--- src/rtl/pcs_sync_pkg.sv ---
// Shared constants and state encoding for 64b/66b block synchronisation.
package pcs_sync_pkg;

  localparam int LEN_CODED_BLOCK = 66;

  localparam logic [1:0] SH_DATA = 2'b01;
  localparam logic [1:0] SH_CTRL = 2'b10;

  typedef enum logic [1:0] {
    ST_LOCK_INIT = 2'd0,
    ST_TEST_SH   = 2'd1,
    ST_SLIP      = 2'd2,
    ST_SLIP_WAIT = 2'd3
  } lock_state_t;

  function automatic logic sh_is_valid(input logic [1:0] sh);
    return (sh == SH_DATA) || (sh == SH_CTRL);
  endfunction

endpackage

--- src/rtl/sh_window_counter.sv ---
// Saturating sync-header / invalid-header counter pair with last-block flags.
module sh_window_counter #(
  parameter int LOCK_WIN = 1024,
  parameter int INV_MAX  = 65,
  parameter int SH_W     = $clog2(LOCK_WIN + 1),
  parameter int INV_W    = $clog2(INV_MAX + 1)
) (
  input  logic            i_clock,
  input  logic            i_reset,
  input  logic            i_clear,
  input  logic            i_count,
  input  logic            i_invalid,
  output logic [SH_W-1:0] o_sh_cnt,
  output logic            o_win_last,
  output logic            o_inv_last
);

  logic [INV_W-1:0] inv_cnt;

  // Clear wins over count so a deciding block never leaves residue behind.
  always_ff @(posedge i_clock or negedge i_reset) begin
    if (!i_reset) begin
      o_sh_cnt <= '0;
      inv_cnt  <= '0;
    end else if (i_clear) begin
      o_sh_cnt <= '0;
      inv_cnt  <= '0;
    end else if (i_count) begin
      if (o_sh_cnt != SH_W'(LOCK_WIN))
        o_sh_cnt <= o_sh_cnt + SH_W'(1);
      if (i_invalid && (inv_cnt != INV_W'(INV_MAX)))
        inv_cnt <= inv_cnt + INV_W'(1);
    end
  end

  // True when the block being counted right now completes the window / hits the limit.
  assign o_win_last = (o_sh_cnt == SH_W'(LOCK_WIN - 1));
  assign o_inv_last = (inv_cnt == INV_W'(INV_MAX - 1));

endmodule

--- src/rtl/block_lock_fsm.sv ---
// 64b/66b block lock state machine: hunts the sync-header offset and tracks lock.
module block_lock_fsm #(
  parameter int LEN_CODED_BLOCK = pcs_sync_pkg::LEN_CODED_BLOCK,
  parameter int UNLOCK_WIN      = 64,
  parameter int LOCK_WIN        = 1024,
  parameter int INV_MAX         = 65,
  parameter int SLIP_WAIT       = 2
) (
  input  logic                               i_clock,
  input  logic                               i_reset,
  input  logic                               i_enable,
  input  logic                               i_valid,
  input  logic [1:0]                         i_sh,
  output logic [$clog2(LEN_CODED_BLOCK)-1:0] o_index,
  output logic                               o_block_lock,
  output logic                               o_slip,
  output pcs_sync_pkg::lock_state_t          o_state
);
  import pcs_sync_pkg::*;

  localparam int IDX_W  = $clog2(LEN_CODED_BLOCK);
  localparam int SH_W   = $clog2(LOCK_WIN + 1);
  localparam int WAIT_W = (SLIP_WAIT > 1) ? $clog2(SLIP_WAIT) : 1;
  localparam logic [WAIT_W-1:0] WAIT_LAST = WAIT_W'((SLIP_WAIT > 0) ? SLIP_WAIT - 1 : 0);

  // i_valid is a one-way qualifier: a block is consumed on every rising edge where
  // i_valid=1; there is no backpressure, and i_sh is ignored while i_valid=0.

  logic [1:0]        rst_sync;
  logic              rst_n;
  lock_state_t       state_q, state_d;
  logic [IDX_W-1:0]  index_d;
  logic              lock_d, slip_d;
  logic [WAIT_W-1:0] wait_q, wait_d;
  logic              cnt_clear, cnt_en;
  logic [SH_W-1:0]   sh_cnt;
  logic              win_last, inv_last, sh_ok;

  // Assert asynchronously, release on the clock.
  always_ff @(posedge i_clock or negedge i_reset) begin
    if (!i_reset) rst_sync <= 2'b00;
    else          rst_sync <= {rst_sync[0], 1'b1};
  end
  assign rst_n = rst_sync[1];

  sh_window_counter #(
    .LOCK_WIN (LOCK_WIN),
    .INV_MAX  (INV_MAX)
  ) u_win (
    .i_clock    (i_clock),
    .i_reset    (rst_n),
    .i_clear    (cnt_clear),
    .i_count    (cnt_en),
    .i_invalid  (!sh_ok),
    .o_sh_cnt   (sh_cnt),
    .o_win_last (win_last),
    .o_inv_last (inv_last)
  );

  assign sh_ok = sh_is_valid(i_sh);

  always_ff @(posedge i_clock or negedge rst_n) begin
    if (!rst_n) begin
      state_q      <= ST_LOCK_INIT;
      o_index      <= '0;
      o_block_lock <= 1'b0;
      o_slip       <= 1'b0;
      wait_q       <= '0;
    end else begin
      state_q      <= state_d;
      o_index      <= index_d;
      o_block_lock <= lock_d;
      o_slip       <= slip_d;
      wait_q       <= wait_d;
    end
  end

  always_comb begin
    state_d   = state_q;
    index_d   = o_index;
    lock_d    = o_block_lock;
    slip_d    = 1'b0;
    wait_d    = wait_q;
    cnt_clear = 1'b0;
    cnt_en    = 1'b0;
    if (!i_enable) begin
      state_d   = ST_LOCK_INIT;
      lock_d    = 1'b0;
      cnt_clear = 1'b1;
    end else begin
      case (state_q)
        ST_LOCK_INIT: begin
          cnt_clear = 1'b1;
          lock_d    = 1'b0;
          state_d   = ST_TEST_SH;
        end
        ST_TEST_SH: begin
          if (i_valid) begin
            cnt_en = 1'b1;
            // Unlocked: one bad header slips. Locked: only the INV_MAX-th in a window does.
            if ((!o_block_lock && !sh_ok) || (o_block_lock && !sh_ok && inv_last)) begin
              state_d   = ST_SLIP;
              lock_d    = 1'b0;
              slip_d    = 1'b1;
              cnt_clear = 1'b1;
              index_d   = (o_index == IDX_W'(LEN_CODED_BLOCK - 1)) ? '0 : o_index + IDX_W'(1);
            end else if (!o_block_lock && (sh_cnt == SH_W'(UNLOCK_WIN - 1))) begin
              lock_d    = 1'b1;
              cnt_clear = 1'b1;
            end else if (o_block_lock && win_last) begin
              cnt_clear = 1'b1;
            end
          end
        end
        ST_SLIP: begin
          cnt_clear = 1'b1;
          wait_d    = '0;
          state_d   = (SLIP_WAIT == 0) ? ST_TEST_SH : ST_SLIP_WAIT;
        end
        ST_SLIP_WAIT: begin
          if (i_valid) begin
            if (wait_q == WAIT_LAST) state_d = ST_TEST_SH;
            else                     wait_d  = wait_q + WAIT_W'(1);
          end
        end
        default: state_d = ST_LOCK_INIT;
      endcase
    end
  end

  assign o_state = state_q;

endmodule
--- config.mk ---
export PLATFORM = sky130hd
export DESIGN_NAME = block_lock_fsm
export DESIGN_NICKNAME = d
export VERILOG_FILES = /design/src/rtl/pcs_sync_pkg.sv /design/src/rtl/sh_window_counter.sv /design/src/rtl/block_lock_fsm.sv
export SDC_FILE = /design/constraint.sdc
export NUM_CORES = 1
export LEC_CHECK = 0
export ABC_AREA = 1
export CAP_MARGIN = 25
export CORE_MARGIN = 1.5
export CORE_UTILIZATION = 45
export CTS_CLUSTER_SIZE = 12
export DETAILED_ROUTE_END_ITERATION = 12
export PLACE_DENSITY = 0.63
export SYNTH_ARGS = -nofsm -noshare
export SYNTH_HDL_FRONTEND = slang
export SYNTH_HIERARCHICAL = 1
export SYNTH_SLANG_ARGS = --single-unit
--- constraint.sdc ---
create_clock -name i_clock -period 1.1 [get_ports i_clock]
set_clock_uncertainty 0.1 [all_clocks]
set_input_delay 0.275 -clock i_clock [delete_from_list [all_inputs] [get_ports i_clock]]
set_output_delay 0.275 -clock i_clock [all_outputs]
set_load 0.01 [all_outputs]
# After elaboration in Yosys (flattened, before gate mapping)
# Index checks and enable logic that the tools add are counted.
# classes
n_addsub	4
n_eq_ne	18
n_mux	34
n_reduce_logical	22
# ops
cell	count
$mux 11	3
$mux 7	4
$mux 1	18
$add 7x1->7 const B	2
$eq 7x7->1 const B	2
$ne 3x3->1 const B	4
$add 11x1->11 const B	1
$eq 11x10->1 const B	1
$eq 11x6->1 const B	1
$ne 11x11->1 const B	1
$mux 2	5
$pmux 2 s4	1
$reduce_and 4->1	2
$reduce_bool 2->1	4
$ne 7x7->1 const B	1
$eq 2x2->1 const B	3
$logic_and 1x1->1	6
$pmux 1 s2	3
$reduce_and 3->1	2
$eq 2x1->1 const B	2
$ne 4x4->1 const B	1
$reduce_and 2->1	2
$ne 3x1->1 const B	1
$logic_not 1->1	2
5 further kinds	6
# word_totals
register_bits	32
in_bits	6
out_inout_bits	11
elab_cells	86

# Longest topological paths before layout
# depth
depth_word	12
mapped_depth	17

# Cells and area by module
# The synthesis kept the hierarchy.
# by_module_without_submodules
module	instances	cells_each	area_each_um2	seq_area_each_um2
sh_window_counter	1	182	1249.9	450.4
block_lock_fsm	1	127	934.6	350.3

# Worst setup path after synthesis
# OpenSTA, ideal clock, no wires.
# synth_timing
path_type	flip-flop to flip-flop
startpoint	reg u_win.o_sh_cnt[1]
endpoint	reg u_win.o_sh_cnt[7]
arrival_time_ns	2.192
t_required_ns	0.881
path_slack_ns	-1.310
path_stages_with_launch	17
path_buffers	1
cell_sequence	dfrtp_1 -> ha_1 -> nand3_1 -> nor2_1 -> nand2_1 -> nor4_1 -> nand2_1 -> inv_1 -> a21oi_1 -> nand2_1 -> nand2_1 -> a21oi_1 -> or2_2 -> nand2_4 -> buf_8 -> nand2_2 -> o21ai_2
# synth_between
elab_chain_cells	10
elab_cells_between_ends	18
# synth_rtl
item	line	source
start, declared	sh_window_counter.sv:13	output logic [SH_W-1:0] o_sh_cnt,
start signal, assigned	sh_window_counter.sv:30	o_sh_cnt <= o_sh_cnt + SH_W'(1);
$eq 11x10->1 *	sh_window_counter.sv:37	assign o_win_last = (o_sh_cnt == SH_W'(LOCK_WIN - 1));
named net win_last	block_lock_fsm.sv:37	logic win_last, inv_last, sh_ok;
$logic_and 1x1->1 *	block_lock_fsm.sv:110	end else if (o_block_lock && win_last) begin
$mux 1 *	block_lock_fsm.sv:110	
$mux 1 *	block_lock_fsm.sv:107	end else if (!o_block_lock && (sh_cnt == SH_W'(UNLOCK_WIN - 1))) begin
$mux 1 *	block_lock_fsm.sv:101	if ((!o_block_lock && !sh_ok) || (o_block_lock && !sh_ok && inv_last)) begin
$mux 1 *	block_lock_fsm.sv:98	if (i_valid) begin
$pmux 1 s2 *	block_lock_fsm.sv:91	case (state_q)
$mux 1 *	block_lock_fsm.sv:86	if (!i_enable) begin
named net cnt_clear	block_lock_fsm.sv:35	logic cnt_clear, cnt_en;
$reduce_bool 2->1 (no source line)	--	
$reduce_and 2->1 (no source line)	--	
# Mark *: on every way through the listed nets, which the timed path passes. The rest lies on a longest branch. The select of a mux whose other input is x is not followed.
# A chain may end at the register's enable or synchronous reset.

# Worst setup path in the final report
# layout_timing
startpoint	reg u_win.o_sh_cnt[0]
endpoint	reg u_win.o_sh_cnt[7]
# The elaborated chain is that of the path after synthesis.

==> report_table.html <==
<table>
<tr><th>Metric</th><th>Value</th></tr>
<tr><th colspan="2">Setup path</th></tr>
<tr><td>Type of the worst setup path</td><td>register to register</td></tr>
<tr><td>Capturing element type of the critical path</td><td>register</td></tr>
<tr><td>Reg-to-reg critical path endpoint</td><td>u_win/o_sh_cnt[7]</td></tr>
<tr><td>CP Max Fanout</td><td>8</td></tr>
<tr><td>Arrival time at the worst endpoint</td><td>2.30 ns</td></tr>
<tr><td>Worst endpoint required time</td><td>1.17 ns</td></tr>
<tr><td>Register-to-register path setup slack</td><td>-1.13 ns</td></tr>
<tr><td>Type of origin of the critical path</td><td>register</td></tr>
<tr><td>Reg2reg path depth</td><td>15</td></tr>
<tr><td>Startpoint of the most critical register-to-register path</td><td>u_win/o_sh_cnt[0]</td></tr>
<tr><th colspan="2">Drt</th></tr>
<tr><td>Post-detailed-route count of antenna-violating nets</td><td>0</td></tr>
<tr><td>Total wire length after detailed routing</td><td>5.645 mm</td></tr>
<tr><td>Vias</td><td>2279</td></tr>
<tr><td>Per-cell routed wire length</td><td>12.46 microns</td></tr>
<tr><td>Post-route DRC</td><td>0</td></tr>
<tr><td>Number of detailed-routing iterations run before antenna repair</td><td>4</td></tr>
<tr><td>Initial detailed-routing violation count</td><td>122</td></tr>
<tr><td>Vias per cell</td><td>5.031</td></tr>
<tr><th colspan="2">Worst hold path</th></tr>
<tr><td>Worst min-delay path class</td><td>primary input to asynchronous set/reset pin</td></tr>
<tr><th colspan="2">Floorplanning</th></tr>
<tr><td>Total Die Area</td><td>5282 sq um</td></tr>
<tr><td>Horizontal die dimension</td><td>72.68 microns</td></tr>
<tr><td>Count of boundary I/O pins</td><td>17</td></tr>
<tr><td>Standard-cell rows</td><td>25</td></tr>
<tr><td>Area of the core</td><td>4692 sq um</td></tr>
<tr><td>Effective utilization at floorplan</td><td>46.56%</td></tr>
<tr><td>Vertical extent of the die</td><td>72.68 microns</td></tr>
<tr><th colspan="2">Clock network</th></tr>
<tr><td>Buffer type at the clock tree root</td><td>sky130_fd_sc_hd__clkbuf_8</td></tr>
<tr><td>Skew-Pair Late Insertion Delay</td><td>0.28 ns</td></tr>
<tr><td>Max Root-Sink Buffers</td><td>2</td></tr>
<tr><td>Clock tree from TritonCTS</td><td>done</td></tr>
<tr><td>Clock-pin transition on the worst setup and hold timing paths</td><td>0.07 ns</td></tr>
<tr><td>Number of sinks on the clock net</td><td>32</td></tr>
<tr><td>Number of buffers created by CTS</td><td>5</td></tr>
<tr><td>Level count of the clock H-tree</td><td>2</td></tr>
<tr><th colspan="2">Logic synthesis</th></tr>
<tr><td>Unique cell type count in the Yosys netlist</td><td>31</td></tr>
<tr><td>Avg Synthesized Cell Area</td><td>7.070 sq um</td></tr>
<tr><td>Synthesized netlist net count</td><td>326</td></tr>
<tr><td>Cell area after technology mapping</td><td>2185 sq um</td></tr>
<tr><td>Yosys warning total</td><td>6</td></tr>
<tr><td>Register area share after synthesis</td><td>36.66%</td></tr>
<tr><td>Gate Count Post-Synth</td><td>309</td></tr>
<tr><td>FF+latch count, synth</td><td>32</td></tr>
<tr><th colspan="2">Finish</th></tr>
<tr><td>N_diodes</td><td>0</td></tr>
<tr><td>Most frequent cells in the layout</td><td>82 x sky130_fd_sc_hd__nand2_1, 60 x sky130_fd_sc_hd__buf_4, 35 x sky130_fd_sc_hd__inv_1, 29 x sky130_fd_sc_hd__nor2_1, 29 x sky130_fd_sc_hd__dfrtp_1</td></tr>
<tr><td>Count of fill cells added during filler insertion</td><td>389</td></tr>
<tr><td>Final net count</td><td>416</td></tr>
<tr><td>Layout Area Growth over Synthesis</td><td>47.82%</td></tr>
<tr><td>Util after Layout</td><td>68.83%</td></tr>
<tr><td>Share of cells above drive strength 1</td><td>37.84%</td></tr>
<tr><td>Leading cell type in the layout, fill and taps excluded</td><td>sky130_fd_sc_hd__nand2_1</td></tr>
<tr><th colspan="2">Placement</th></tr>
<tr><td>Number of port buffers</td><td>16</td></tr>
<tr><td>Final weighted congestion of routability-driven global placement</td><td>0.9141</td></tr>
<tr><td>Total half-perimeter wirelength after legalization and detailed placement</td><td>3.829 mm</td></tr>
<tr><th colspan="2">Global routing</th></tr>
<tr><td>Number of antenna violations at the first check in global routing</td><td>0</td></tr>
<tr><td>Largest net degree at the start of global routing</td><td>20</td></tr>
<tr><td>First-pass GRT wire length</td><td>9.770 mm</td></tr>
<tr><td>Vias in the first global route</td><td>2244</td></tr>
<tr><td>Total Routing Usage GR</td><td>23.65%</td></tr>
<tr><td>Overflow after GRT</td><td>0</td></tr>
<tr><th colspan="2">Timing</th></tr>
<tr><td>Number of endpoints with negative hold slack in the final report</td><td>0</td></tr>
<tr><td>Unrepaired setup endpoints after global routing</td><td>yes</td></tr>
<tr><td>Least setup slack across all paths after layout</td><td>-1.129 ns</td></tr>
<tr><td>Post-route minimum period</td><td>2.229 ns</td></tr>
<tr><td>Max-slew violation count</td><td>0</td></tr>
<tr><td>Achievable frequency</td><td>448.7 MHz</td></tr>
<tr><td>Ratio of final minimum period to clock period</td><td>202.6%</td></tr>
<tr><td>Final setup violation count</td><td>41</td></tr>
<tr><th colspan="2">Pwr</th></tr>
<tr><td>Power density over the cells</td><td>1573 nW/um^2</td></tr>
<tr><td>Total Power</td><td>5.080 mW</td></tr>
<tr><td>Peak ir drop on the vdd network</td><td>1.458 mV</td></tr>
<tr><td>Leakage power of the design</td><td>1.579 nW</td></tr>
<tr><th colspan="2">Run status</th></tr>
<tr><td>Run status</td><td>finished with violations</td></tr>
<tr><td>Violated checks</td><td>negative setup slack</td></tr>
<tr><th colspan="2">Run</th></tr>
<tr><td>Max_cap viols</td><td>0</td></tr>
</table>
-- timing repair --
action | in CTS | in global routing
pin swaps | 8 | 11
endpoints found under the setup margin | 41 | 41
buffers inserted | 7 | 4
cloned | 2 | 1
gates resized for setup | 70 | 15
hold buffers | 0 | 0
-- metrics by stage --
stage / instances / hold slack [ns] / setup slack (ns) / TNS (ns) / cell area, sq um
detailed placement: 436 / 0.09113 / -1.137 / -28.59 / 2929
finish: 453 / 0.04983 / -1.129 / -26.15 / 3229
CTS: 452 / 0.04215 / -1.032 / -25.08 / 3151
floorplan: 309 / -0.1206 / -1.121 / -23.06 / 2261
global route: 453 / 0.05948 / -1.256 / -30.30 / 3229
global placement: 436 / 0.08624 / -1.003 / -26.27 / 2929
-- cell usage after synthesis (all sizes together) --
master / number / share of area, %
nand4: 7 / 2.0
o22ai: 1 / 0.29
a22o: 1 / 0.40
ha: 11 / 6.3
or2: 4 / 1.1
a21oi: 8 / 1.8
conb: 1 / 0.17
o21ai: 18 / 4.5
nand3: 30 / 7.7
nand2: 101 / 19
inv: 41 / 7.0
dfrtp: 32 / 37
a22oi: 1 / 0.34
nor2: 41 / 8.8
buf: 4 / 1.4
a31o: 1 / 0.40
nand3b: 2 / 0.69
nor3: 4 / 0.92
nor4: 1 / 0.29
-- final cells by class --
class	instances	area [sq um]	area share (%)
flip-flops and latches	32	804.5	24.91
multi-input cells	235	1431	44.32
inverters	41	156.4	4.843
well taps	54	67.56	2.092
repair buffers	84	673.1	20.84
clock buffers	7	96.34	2.983
-- power breakdown --
part	internal (mW)	switching, mW	leakage (nW)
Sequential	1.36	0.113	0.422
Clock	0.557	0.430	0.0503
Combinational	1.23	1.39	1.11
-- sequential cells by signal (all words and copies together), names as in the netlist --
signal and cells:
u_win/o_sh_cnt 11, wait_q 1, o_state 2, o_block_lock 1, o_slip 1, u_win/inv_cnt 7
o_index 7, rst_sync 2
-- per-layer routing --
layer	wire length [microns]	vias to the layer above	track usage, %
met4	84	0	7.757
met2	2737	27	40.06
met3	134	8	4.144
met1	2688	1075	30.56
li1	-	1169	-
met5	0	-	0
-- worst max-delay path, stage by stage (launching register included) --
cell	delay, ns
sky130_fd_sc_hd__dfrtp_1	0.39
sky130_fd_sc_hd__ha_4	0.16
sky130_fd_sc_hd__nand3_4	0.09
sky130_fd_sc_hd__nor2_4	0.13
sky130_fd_sc_hd__nand2_2	0.08
sky130_fd_sc_hd__nor4_4	0.15
sky130_fd_sc_hd__nand2_1	0.08
sky130_fd_sc_hd__inv_1	0.05
sky130_fd_sc_hd__a21oi_1	0.04
sky130_fd_sc_hd__nand2_1	0.07
sky130_fd_sc_hd__nand2_2	0.07
sky130_fd_sc_hd__a21oi_4	0.25
sky130_fd_sc_hd__or2_4	0.24
sky130_fd_sc_hd__nand2_8	0.09
sky130_fd_sc_hd__nand2_2	0.08
sky130_fd_sc_hd__o21ai_2	0.04
-- worst max path at each step --
stage / from / end / slack, ns / cells after the start
5_1_grt: u_win/o_sh_cnt[0] / u_win/o_sh_cnt[5] / -1.26 / 15
3_3_place_gp: i_sh[0] / u_win/o_sh_cnt[3] / -1.00 / 11
4_1_cts: u_win/o_sh_cnt[0] / u_win/o_sh_cnt[8] / -1.03 / 15
2_1_floorplan: u_win/o_sh_cnt[1] / u_win/o_sh_cnt[7] / -1.12 / 17
3_5_place_dp: u_win/o_sh_cnt[0] / u_win/o_sh_cnt[0] / -1.14 / 16
6_report: u_win/o_sh_cnt[0] / u_win/o_sh_cnt[7] / -1.13 / 15
-- logic make-up after synthesis --
group / synth area share, %
AO/OA/AOI/OAI: 7.732
adder cells (fa/ha/maj): 6.300
buffers and inverters: 8.419
flip-flops: 36.66
other: 0.1717
AND/OR/NAND/NOR: 40.72
Power figures use the tool's default switching activity.
